**src/rtl/game_pkg.sv**
```systemverilog
// Shared types and constants for the 4x4 game controller.
package game_pkg;

   typedef enum logic [1:0] {
      ST_IDLE      = 2'd0,
      ST_WAIT_MOVE = 2'd1,
      ST_CHECK     = 2'd2,
      ST_GAME_OVER = 2'd3
   } state_t;

   localparam logic [1:0] WIN_NONE = 2'b00;
   localparam logic [1:0] WIN_P0   = 2'b01;
   localparam logic [1:0] WIN_P1   = 2'b10;
   localparam logic [1:0] WIN_DRAW = 2'b11;

   localparam logic [3:0] NO_LINE   = 4'hF;
   localparam int         NUM_CELLS = 16;
   localparam int         NUM_LINES = 10;

   // Cell i is bit i, index = row*4+col. The entry at index k is line k:
   // 0-3 rows, 4-7 columns, 8 main diagonal, 9 anti-diagonal.
   localparam logic [NUM_LINES-1:0][NUM_CELLS-1:0] LINE_MASKS = {
      16'h1248,   // 9: cells 3,6,9,12
      16'h8421,   // 8: cells 0,5,10,15
      16'h8888,   // 7: column 3
      16'h4444,   // 6: column 2
      16'h2222,   // 5: column 1
      16'h1111,   // 4: column 0
      16'hF000,   // 3: row 3
      16'h0F00,   // 2: row 2
      16'h00F0,   // 1: row 1
      16'h000F    // 0: row 0
   };

endpackage

```
**src/rtl/game_ctrl_win_detect.sv**
```systemverilog
// Combinational line detector: reports whether a board holds any full line
// and, if so, the lowest-numbered matching line.
module win_detect
   import game_pkg::*;
(
   input  logic [NUM_CELLS-1:0] board_i,
   output logic                 hit_o,
   output logic [3:0]           line_o
);

   // Scan from the highest line down so the lowest match is the one left standing.
   always_comb begin
      hit_o  = 1'b0;
      line_o = NO_LINE;
      for (int i = NUM_LINES - 1; i >= 0; i--) begin
         if ((board_i & LINE_MASKS[i]) == LINE_MASKS[i]) begin
            hit_o  = 1'b1;
            line_o = 4'(i);
         end
      end
   end

endmodule

```
**src/rtl/game_ctrl.sv**
```systemverilog
// Turn sequencer for a two-player 4x4 line game: move handshake, occupancy
// boards, per-turn forfeit timer and win/draw evaluation.
//
// state        | meaning
// -------------+-------------------------------------------------------------
// IDLE         | after reset, waiting for start
// WAIT_MOVE    | current player may move; turn timer running
// CHECK        | one cycle: evaluate the mover's board for a line or a draw
// GAME_OVER    | result frozen until start
module game_ctrl
   import game_pkg::*;
#(
   parameter int unsigned TIMEOUT_CYCLES = 250000000,
   parameter int          TW             = 28
) (
   input  logic        VGA_CLK_IN,
   input  logic        RST,
   input  logic        start,
   input  logic        move_valid,
   input  logic [3:0]  move_cell,
   output logic        move_ready,
   output logic        move_ack,
   output logic        move_err,
   output logic        timeout,
   output logic [15:0] board_p0,
   output logic [15:0] board_p1,
   output logic        player,
   output logic [3:0]  block,
   output logic [1:0]  state,
   output logic [1:0]  winner,
   output logic [3:0]  win_line
);

   localparam logic [TW-1:0] TIMER_LAST = TW'(TIMEOUT_CYCLES - 1);

   state_t                 state_q;
   logic [NUM_CELLS-1:0]   board_p0_q, board_p1_q;
   logic                   player_q;
   logic [3:0]             block_q;
   logic [1:0]             winner_q;
   logic [3:0]             win_line_q;
   logic [TW-1:0]          timer_q;
   logic                   ack_q, err_q, timeout_q;

   logic [NUM_CELLS-1:0]   cell_mask;
   logic                   cell_free;
   logic                   move_take;
   logic                   timer_expired;
   logic [TW-1:0]          timer_d;
   logic [NUM_CELLS-1:0]   board_cur;
   logic                   board_full;
   logic                   line_hit;
   logic [3:0]             line_idx;

   // Move decode, timer next value and board selection for the line check.
   always_comb begin
      cell_mask     = NUM_CELLS'(1) << move_cell;
      cell_free     = ((board_p0_q | board_p1_q) & cell_mask) == '0;
      move_take     = (state_q == ST_WAIT_MOVE) && move_valid && cell_free;
      timer_expired = (timer_q == TIMER_LAST);
      timer_d       = timer_q + TW'(1);
      board_cur     = player_q ? board_p1_q : board_p0_q;
      board_full    = (board_p0_q | board_p1_q) == '1;
   end

   win_detect u_win_detect (
      .board_i (board_cur),
      .hit_o   (line_hit),
      .line_o  (line_idx)
   );

   // Main sequencer; pulses default low and are raised for exactly one cycle.
   always_ff @(posedge VGA_CLK_IN or posedge RST) begin
      if (RST) begin
         state_q    <= ST_IDLE;
         board_p0_q <= '0;
         board_p1_q <= '0;
         player_q   <= 1'b0;
         block_q    <= 4'd0;
         winner_q   <= WIN_NONE;
         win_line_q <= NO_LINE;
         timer_q    <= '0;
         ack_q      <= 1'b0;
         err_q      <= 1'b0;
         timeout_q  <= 1'b0;
      end else begin
         ack_q     <= 1'b0;
         err_q     <= 1'b0;
         timeout_q <= 1'b0;
         case (state_q)
            ST_IDLE, ST_GAME_OVER: begin
               if (start) begin
                  board_p0_q <= '0;
                  board_p1_q <= '0;
                  player_q   <= 1'b0;
                  block_q    <= 4'd0;
                  winner_q   <= WIN_NONE;
                  win_line_q <= NO_LINE;
                  timer_q    <= '0;
                  state_q    <= ST_WAIT_MOVE;
               end
            end
            ST_WAIT_MOVE: begin
               if (move_take) begin
                  // An accepted move beats a simultaneous timer expiry.
                  if (player_q) board_p1_q <= board_p1_q | cell_mask;
                  else          board_p0_q <= board_p0_q | cell_mask;
                  block_q <= move_cell;
                  ack_q   <= 1'b1;
                  state_q <= ST_CHECK;
               end else begin
                  if (move_valid) err_q <= 1'b1;
                  if (timer_expired) begin
                     player_q  <= ~player_q;
                     timer_q   <= '0;
                     timeout_q <= 1'b1;
                  end else begin
                     timer_q <= timer_d;
                  end
               end
            end
            ST_CHECK: begin
               if (line_hit) begin
                  winner_q   <= player_q ? WIN_P1 : WIN_P0;
                  win_line_q <= line_idx;
                  state_q    <= ST_GAME_OVER;
               end else if (board_full) begin
                  winner_q   <= WIN_DRAW;
                  win_line_q <= NO_LINE;
                  state_q    <= ST_GAME_OVER;
               end else begin
                  player_q <= ~player_q;
                  timer_q  <= '0;
                  state_q  <= ST_WAIT_MOVE;
               end
            end
            default: state_q <= ST_IDLE;
         endcase
      end
   end

   assign move_ready = (state_q == ST_WAIT_MOVE);
   assign move_ack   = ack_q;
   assign move_err   = err_q;
   assign timeout    = timeout_q;
   assign board_p0   = board_p0_q;
   assign board_p1   = board_p1_q;
   assign player     = player_q;
   assign block      = block_q;
   assign state      = state_q;
   assign winner     = winner_q;
   assign win_line   = win_line_q;

endmodule

```
**config.mk**
```make
export PLATFORM = sky130hd
export DESIGN_NAME = game_ctrl
export DESIGN_NICKNAME = d
export VERILOG_FILES = /design/src/rtl/game_pkg.sv /design/src/rtl/game_ctrl_win_detect.sv /design/src/rtl/game_ctrl.sv
export SDC_FILE = /design/constraint.sdc
export NUM_CORES = 1
export LEC_CHECK = 0
export BUFFER_PORTS_ARGS = -buffer_cell sky130_fd_sc_hd__buf_2
export CAP_MARGIN = 20
export CORE_MARGIN = 4
export CORE_UTILIZATION = 55
export DETAILED_ROUTE_END_ITERATION = 10
export PLACE_DENSITY = 0.79
export SLEW_MARGIN = 20
export SYNTH_ARGS = -nofsm -noshare
export SYNTH_HDL_FRONTEND = slang
export SYNTH_SLANG_ARGS = --single-unit
```
**constraint.sdc**
```tcl
create_clock -name VGA_CLK_IN -period 3.25 [get_ports VGA_CLK_IN]
set_input_delay 0.325 -clock VGA_CLK_IN [delete_from_list [all_inputs] [get_ports VGA_CLK_IN]]
set_output_delay 0.325 -clock VGA_CLK_IN [all_outputs]
set_load 0.01 [all_outputs]
```
==> metrics.csv, run 1 <==
metric,value,unit
netlist_area,4270,sq um
total_power,0.00385,W
grt_overflow_total,0,
cts_resized,0,
layout_commonest_cell,dfrtp_1,
cts-root-buf,clkbuf_8,
ys_seq_elements,76,
slew_viol_final,0,
irDropWorstVdd,0.000344,V
worstPathCellList,nor2_1 -> nor4_1 -> or4b_2 -> o21ai_0 -> o21a_1 -> or3_1 -> o211ai_1,
fin_crit,2.90,ns
start_kind,register,
grtUsageTotal,28.4,%
grt_pass1_wl,20200,um
setup_ws,0.350,ns
vias,4168,
reg2reg_from,board_p1[12],
r2r_slack,0.35,ns
cts_hold_buffers,0,
synth_warnings,0,
netlist_top_cells_area,"dfrtp_1 42%, o21ai_0 6.3%, nand2_1 5.6%, o31ai_1 4.2%, nand3_1 3.6%",
core,7410,sq um
powerDensity,790,nW/um^2
syn-instance-count,485,
worstRegToRegCells,7,
gp_congestion,1.00,
timing.slew.headroom,39.4,%
num_rows,31,
rsz0062_at_grt,false,
path_clk_slew,0.09,ns
avgViaCountPerCell,6.50,
place_ws,0.430,ns
ys_seq_area_share,44.7,%
p_leak,2.13,nW
cts_buffers,9,
synth_cell_types,49,
crit_arrival,3.12,ns
max_freq,345,MHz
fin_area,4870,sq um
die_area,9240,sq um
antenna_left,0,
synth.avg_cell_area,8.80,sq um
layout_common_cells,"72 x dfrtp_1, 64 x nand2_1, 56 x buf_2",
cp_slowest_cell,or4b_2,
placed_area,4630,sq um
synthArstFlopShare,100,%
wl,12400,um
antenna_found_initial,0,
finalHoldViolations,0,
cp-end-kind,register,
grt_max_degree,42,
io_buffers,56,
placed_cells,625,
diodes,0,
fin_cells,641,
synth-main-ff-cell,dfrtp_1,
die_h,96.1,um
fillers,628,
tightest_slew,0.907,ns
drtIter0Drc,373,
wl_per_cell,19.4,um
period_share,89.2,%
setup_viol,0,
cts_setup_buffers,0,
outcome,"complete, no violations",
maxCapViolations,0,
drive_above_1_share,18.8,%
ios,57,
crit_type,register to register,
num-nets-final,549,
dpl.hpwl,8770,um
grt_pass1_vias,3825,
synthDominantCellAreaShare,42.2,%
post-route-drc-count,0,
first_pass_iters,5,
hold_path.class,input pin to async pin,
area_delta_synth_final,14.1,%
required,3.47,ns
start_util,57.6,%
synthesis.nets,497,
slowest_delay,0.62,ns
tritoncts,yes,
htreeDepth,3,
r2r-end,timer_q[26],
synth_top_cell_by_area,dfrtp_1,
clock-sinks,76,
die_x,96.1,um
synth_edf_count,0,
clockBufferDepth,2,
fin_setup_tns,0,ns
skew,0.0130,ns
clock_latency,0.35,ns
critical_path.max_fanout,14,
## state kept, by name, summed over array words and instances (netlist names)
name and flops:
board_p1 16, move_ack 1, timer_q 28, block 4, player 1, move_err 1
board_p0 16, state 2, win_line 4, timeout 1, winner 2
## synth_stat cells (all sizes together), types with 2 or more instances
cell	instances
inv	11
a21boi	3
mux2	6
nand4	24
or3	12
mux2i	3
nand2	64
o32ai	2
dfrtp	72
nor4	2
a2111oi	4
o21a	2
nor2	33
a22o	5
a21oi	7
and2	9
ha	4
dfstp	4
a41oi	2
nor3	13
nor4b	3
nand3	31
nor2b	5
and3	10
o21ai	55
o211ai	9
o31ai	29
nand2b	9
a211oi	4
o41ai	2
and4	6
clkbuf	14
a31oi	2
o22ai	4
buf	12
## worst max-delay path: cells and delay by family (launching register included)
kind               cells  cell delay, ns
AOI/OAI and AO/OA      3            0.84
DFF                    1            0.48
and+or+nand+nor        4            1.44
## layer usage
metal | up-vias | global-route usage, % | share of wire (%) | wire, um
met4 | 0 | 11.6 | 2.6 | 327
li1 | 1915 | - | - | -
met3 | 32 | 5.32 | 9.0 | 1120
met2 | 221 | 39.7 | 44 | 5430
met1 | 2000 | 42.9 | 45 | 5550
met5 | - | 0 | 0 | 0
## layout make-up
type / instances / area [sq um] / area share, %
Sequential cell: 76 / 1910 / 39.1
Clock inverter: 6 / 113 / 2.31
Clock buffer: 10 / 128 / 2.62
Timing Repair Buffer: 67 / 363 / 7.45
Multi-Input combinational cell: 372 / 2200 / 45.1
Inverter: 11 / 41.3 / 0.848
Tap cell: 99 / 124 / 2.54
## stage by stage
step / utilization [%] / hold slack, ns
after floorplan: - / 0.457
after global placement: 62.5 / 0.474
after detailed placement: 62.5 / 0.477
after CTS: 65.7 / 0.196
after global routing: 65.7 / 0.242
final: 65.7 / 0.163
## kinds of logic after synthesis
group	synth area share [%]
multiplexers	2.29
flip-flops	44.7
AND/OR/NAND/NOR	27.0
buffers and inverters	3.90
adder cells (fa/ha/maj)	1.17
AO/OA/AOI/OAI	21.0
## worst max path at each step
stage | from | endpoint | slack (ns) | cells after the start
after floorplan | player | timer_q[7] | 0.84 | 10
after global placement | board_p1[12] | winner[1] | 0.45 | 7
after detailed placement | player | timer_q[4] | 0.43 | 7
after CTS | board_p1[12] | timer_q[11] | 0.43 | 7
after global routing | board_p0[12] | timer_q[16] | 0.16 | 7
final | board_p1[12] | timer_q[26] | 0.35 | 7
## report_power, final
group	internal (W)	total (W)	leakage (nW)	switching, W
Combinational	0.000519	0.00147	0.985	0.000955
Clock	0.000512	0.000885	0.120	0.000373
Sequential	0.00117	0.00149	1.03	0.000322
Power figures use the tool's default switching activity.
==> run 2: changes to the inputs <==
- ABC_AREA: unset -> 1
- BUFFER_PORTS_ARGS: -buffer_cell sky130_fd_sc_hd__buf_2 -> unset
- DONT_BUFFER_PORTS: unset -> 1
- PLACE_DENSITY: 0.79 -> 0.72
==> metrics.csv, run 2 <==
metric,value,unit
fin_cells,885,
fin_area,5370,sq um
cts_setup_buffers,0,
synthDominantCellAreaShare,34.9,%
wl_per_cell,15.9,um
slew_viol_final,0,
wl_met2,5780,um
diodes,0,
synth_cell_types,30,
gp_congestion,0.954,
total_power,0.00413,W
first_pass_iters,6,
start_util,56.2,%
grt_pass1_wl,23700,um
cp.buffers_inverters,1,
crit_top_cell,nand2_1,
timing.slew.headroom,39.7,%
outcome,"complete, no violations",
drtIter0Drc,387,
htreeDepth,3,
area_delta_synth_final,3.87,%
core,9200,sq um
wl,14000,um
cts_resized,0,
place_ws,0.677,ns
io_buffers,0,
synth.top_cells.by_count,"279 x nand2_1, 83 x nor2_1, 72 x dfrtp_1",
die_area,11000,sq um
ys_seq_elements,76,
crit_family,simple AND/OR/NAND/NOR gates,
setup_viol,0,
die_x,105,um
worstPathCellList,buf_4 -> o21ai_0 -> nand2_1 -> nor2_1 -> nor2_2 -> nand2_1 -> nor2_4 -> nand3_2 -> nand2_4 -> nand2_4 -> nand2_1 -> nand2_1,
irDropWorstVdd,0.000731,V
synth.most_common_cell,nand2_1,
r2r_slack,0.62,ns
antenna_left,0,
layout_common_cells,"279 x nand2_1, 83 x nor2_1, 72 x dfrtp_1",
synth_warnings,0,
dpl.hpwl,10100,um
syn-instance-count,783,
p_leak,2.45,nW
synth_top_cell_by_area,dfrtp_1,
grt_overflow_total,0,
period_share,80.8,%
rsz0062_at_grt,false,
ios,57,
path_clk_slew,0.09,ns
tritoncts,yes,
antenna_found_initial,0,
clock_latency,0.36,ns
synthArstFlopShare,100,%
required,3.49,ns
largest_register,timer_q,
cts_buffers,9,
cts_hold_buffers,0,
maxCapViolations,0,
grt_pass1_vias,4566,
hold_path.class,input pin to async pin,
slowest_delay,0.58,ns
tightest_slew,0.905,ns
wl_met1,6870,um
cp_slowest_cell,dfrtp_1,
setup_ws,0.623,ns
layout_commonest_cell,nand2_1,
vias,5080,
netlist_top_cells_area,"dfrtp_1 35%, nand2_1 20%, nor2_1 6.0%, nand3_1 5.1%, inv_1 4.4%",
fin_setup_tns,0,ns
placed_area,5160,sq um
avgViaCountPerCell,5.74,
grtUsageTotal,26.2,%
cp-end-kind,register,
clockBufferDepth,2,
crit_arrival,2.87,ns
powerDensity,770,nW/um^2
num-nets-final,781,
critical_path.max_fanout,32,
fin_crit,2.63,ns
ys_seq_area_share,36.9,%
synth.avg_cell_area,6.60,sq um
skew,0.0170,ns
finalHoldViolations,0,
crit_type,register to register,
drive_above_1_share,6.33,%
synthesis.nets,795,
placed_cells,869,
wl_met3,1190,um
top_layer,met4,
largest_reg_flops,28,
netlist_area,5170,sq um
synth_edf_count,0,
num_rows,35,
die_h,105,um
post-route-drc-count,0,
clock-sinks,76,
start_kind,register,
max_freq,381,MHz
grt_max_degree,53,
synth-main-ff-cell,dfrtp_1,
cts-root-buf,clkbuf_8,
==> run 2: cells by family (layout without fill, tap and decap cells) <==
logic type	after synthesis	in the layout	share of synthesized area [%]
AO/OA/AOI/OAI	86	86	8.33
AND/OR/NAND/NOR	501	501	42.0
XOR/XNOR	18	18	3.05
adder cells (fa/ha/maj)	4	4	0.968
buffers and inverters	98	89	8.79
flip-flops	76	76	36.9
==> run 2: worst register-to-register path: cells and delay by family, from the launching register on <==
kind	cells	cell delay, ns
flops	1	0.58
compound gates	1	0.20
simple gates	10	1.41
buf+inv	1	0.33
==> run 2: path summary, 6_finish.rpt <==
kind | startpoint | end | cells past startpoint
max in group asynchronous | RST | board_p0[3] | 2
worst max-delay path | player | timer_q[14] | 12
worst max register to register | player | timer_q[14] | 12
worst min-delay path | RST | timer_q[25] | 1
worst min register to register | win_line[1] | win_line[1] | 2
min in group VGA_CLK_IN | move_cell[2] | block[2] | 2
==> run 2: stage by stage <==
step	utilization, %	hold WS (ns)
2_1_floorplan	-	0.467
3_3_place_gp	56.1	0.407
4_1_cts	58.4	0.0587
3_5_place_dp	56.1	0.428
5_1_grt	58.4	0.0907
6_report	58.4	0.0122
==> run 2: metal layers <==
layer	global-route usage, %	vias to the layer above
met3	5.37	26
met5	0	-
met2	36.6	229
met1	41.1	2343
met4	6.56	0
li1	-	2482
==> run 2: cell type report <==
cell class                 count  area (sq um)
fill                         884          3830
multi-input combinational    609          2810
sequential                    76          1910
inverter                      65           245
tap                          111           139
clock buffer                  10           138
clock inverter                 6          72.6
timing repair buffer           8          60.1
==> run 2: power by group <==
group | total, W | switching [W] | internal, W
registers | 0.00165 | 0.000442 | 0.00121
logic | 0.00170 | 0.00125 | 0.000449
clock network | 0.000781 | 0.000398 | 0.000383
==> run 3: changes to the inputs <==
- clock period: 3.25 -> 2.7 ns (I/O delays scaled with it)
==> metrics.csv, run 3 (synthesis results as in run 2) <==
metric,value,unit
path_clk_slew,0.08,ns
fin_crit,2.36,ns
drtIter0Drc,449,
rsz0062_at_grt,false,
largest_reg_flops,28,
grt_overflow_total,0,
area_delta_synth_final,4.91,%
r2r_slack,0.34,ns
cts_resized,0,
final_core_util,59.0,%
setup_ws,0.342,ns
reg2reg_from,player,
placed_area,5200,sq um
irDropWorstVdd,0.000614,V
post-route-drc-count,0,
htreeDepth,3,
slew_viol_final,0,
drive_above_1_share,6.42,%
die_area,11000,sq um
clockBufferDepth,2,
p_leak,2.47,nW
num_rows,35,
cp-end-kind,register,
layout_common_cells,"279 x nand2_1, 83 x nor2_1, 72 x dfrtp_1",
gp_congestion,0.936,
io_buffers,0,
required,2.98,ns
dpl.hpwl,10400,um
critical_path.max_fanout,28,
largest_register,timer_q,
wl,13900,um
grt_pass1_vias,4537,
cts_buffers,9,
grt_pass1_wl,23400,um
fin_setup_tns,0,ns
avgViaCountPerCell,5.64,
grtUsageTotal,26.2,%
start_kind,register,
hold_path.class,input pin to register,
outcome,"complete, no violations",
grt_max_degree,36,
cts-root-buf,clkbuf_8,
final-seq-area,1910,sq um
num-nets-final,786,
hold_path_depth,2,
finalHoldViolations,0,
tritoncts,yes,
fillers,885,
cts_setup_buffers,0,
setup_viol,0,
first_pass_iters,5,
clock-sinks,76,
crit_path_start,player,
fin_area,5420,sq um
vias,5024,
maxCapViolations,0,
die_h,105,um
min_delay_worst_endpoint,block[0],
total_power,0.00504,W
start_util,56.2,%
ios,57,
place_ws,0.386,ns
worstRegToRegCells,14,
skew,0.0142,ns
wl_per_cell,15.7,um
antenna_found_initial,0,
die_x,105,um
tightest_slew,0.456,ns
crit_arrival,2.64,ns
min_from,move_cell[0],
antenna_left,0,
core,9200,sq um
clock_latency,0.35,ns
diodes,0,
multi_input_area,2810,sq um
timing.slew.headroom,69.6,%
powerDensity,929,nW/um^2
crit_type,register to register,
max_freq,424,MHz
period_share,87.3,%
layout_commonest_cell,nand2_1,
r2r-end,timer_q[24],
==> run 3: changes by cell type in the layout (fill, tap and decap cells not counted) <==
cell / change
bufinv_16: +1
dlygate4sd3_1: +1
inv_6: -1
buf_12: +1
clkbuf_8: -1
buf_4: +3
clkinv_4: -2
clkbuf_1: +3
==> run 3: repair_timing <==
| action | CTS | global route |
|---|---|---|
| endpoints found under the hold margin | 22 | 0 |
| setup endpoints to repair | 0 | 0 |
| hold buffers | 1 | 0 |
==> run 3: how the worst max path moves through the flow <==
stage             endpoint  slack (ns)  depth (start not counted)
2_1_floorplan     block[0]        0.50                          1
3_3_place_gp     winner[1]        0.46                         11
3_5_place_dp    timer_q[6]        0.39                         14
4_1_cts        timer_q[24]        0.36                         14
5_1_grt        timer_q[15]        0.14                         14
6_report       timer_q[24]        0.34                         14
==> run 3: worst max-delay path: stages (launching register included) <==
cell,delay (ns)
dfrtp_1,0.51
buf_12,0.20
inv_2,0.14
nand2_1,0.09
nand2_1,0.11
nand2_1,0.08
nor2_1,0.04
nor2_1,0.14
nand2_1,0.11
nor2_4,0.14
nand3_2,0.09
nand2_4,0.10
buf_4,0.30
nand3_1,0.12
nand2_1,0.09
==> run 3: where the power goes <==
part	switching [W]	internal, W	total [W]
sequential	0.000569	0.00145	0.00202
combinational	0.00148	0.000582	0.00206
clock	0.000435	0.000524	0.000959
total	0.00248	0.00256	0.00504
==> run 3: layout make-up <==
class                   count  area share (%)
well taps                 111            2.56
flip-flops and latches     76            35.2
repair buffers             13            2.08
clock buffers              12            2.49
multi-input cells         609            51.8
inverters                  65            4.52
clock inverters             4            1.41
==> run 3: metrics by stage <==
step	hold slack, ns	cells
final	0.0619	890
after global routing	0.0551	890
after CTS	0.0519	890
after detailed placement	0.147	873
after global placement	0.145	873
after floorplan	0.415	783
==> run 3: layer usage <==
layer | up-vias | part of all wire, % | global-route usage (%)
li1 | 2490 | - | -
met1 | 2281 | 48 | 40.5
met2 | 244 | 41 | 37.3
met3 | 9 | 9.5 | 6.18
met4 | 0 | 0.80 | 5.15
met5 | - | 0 | 0
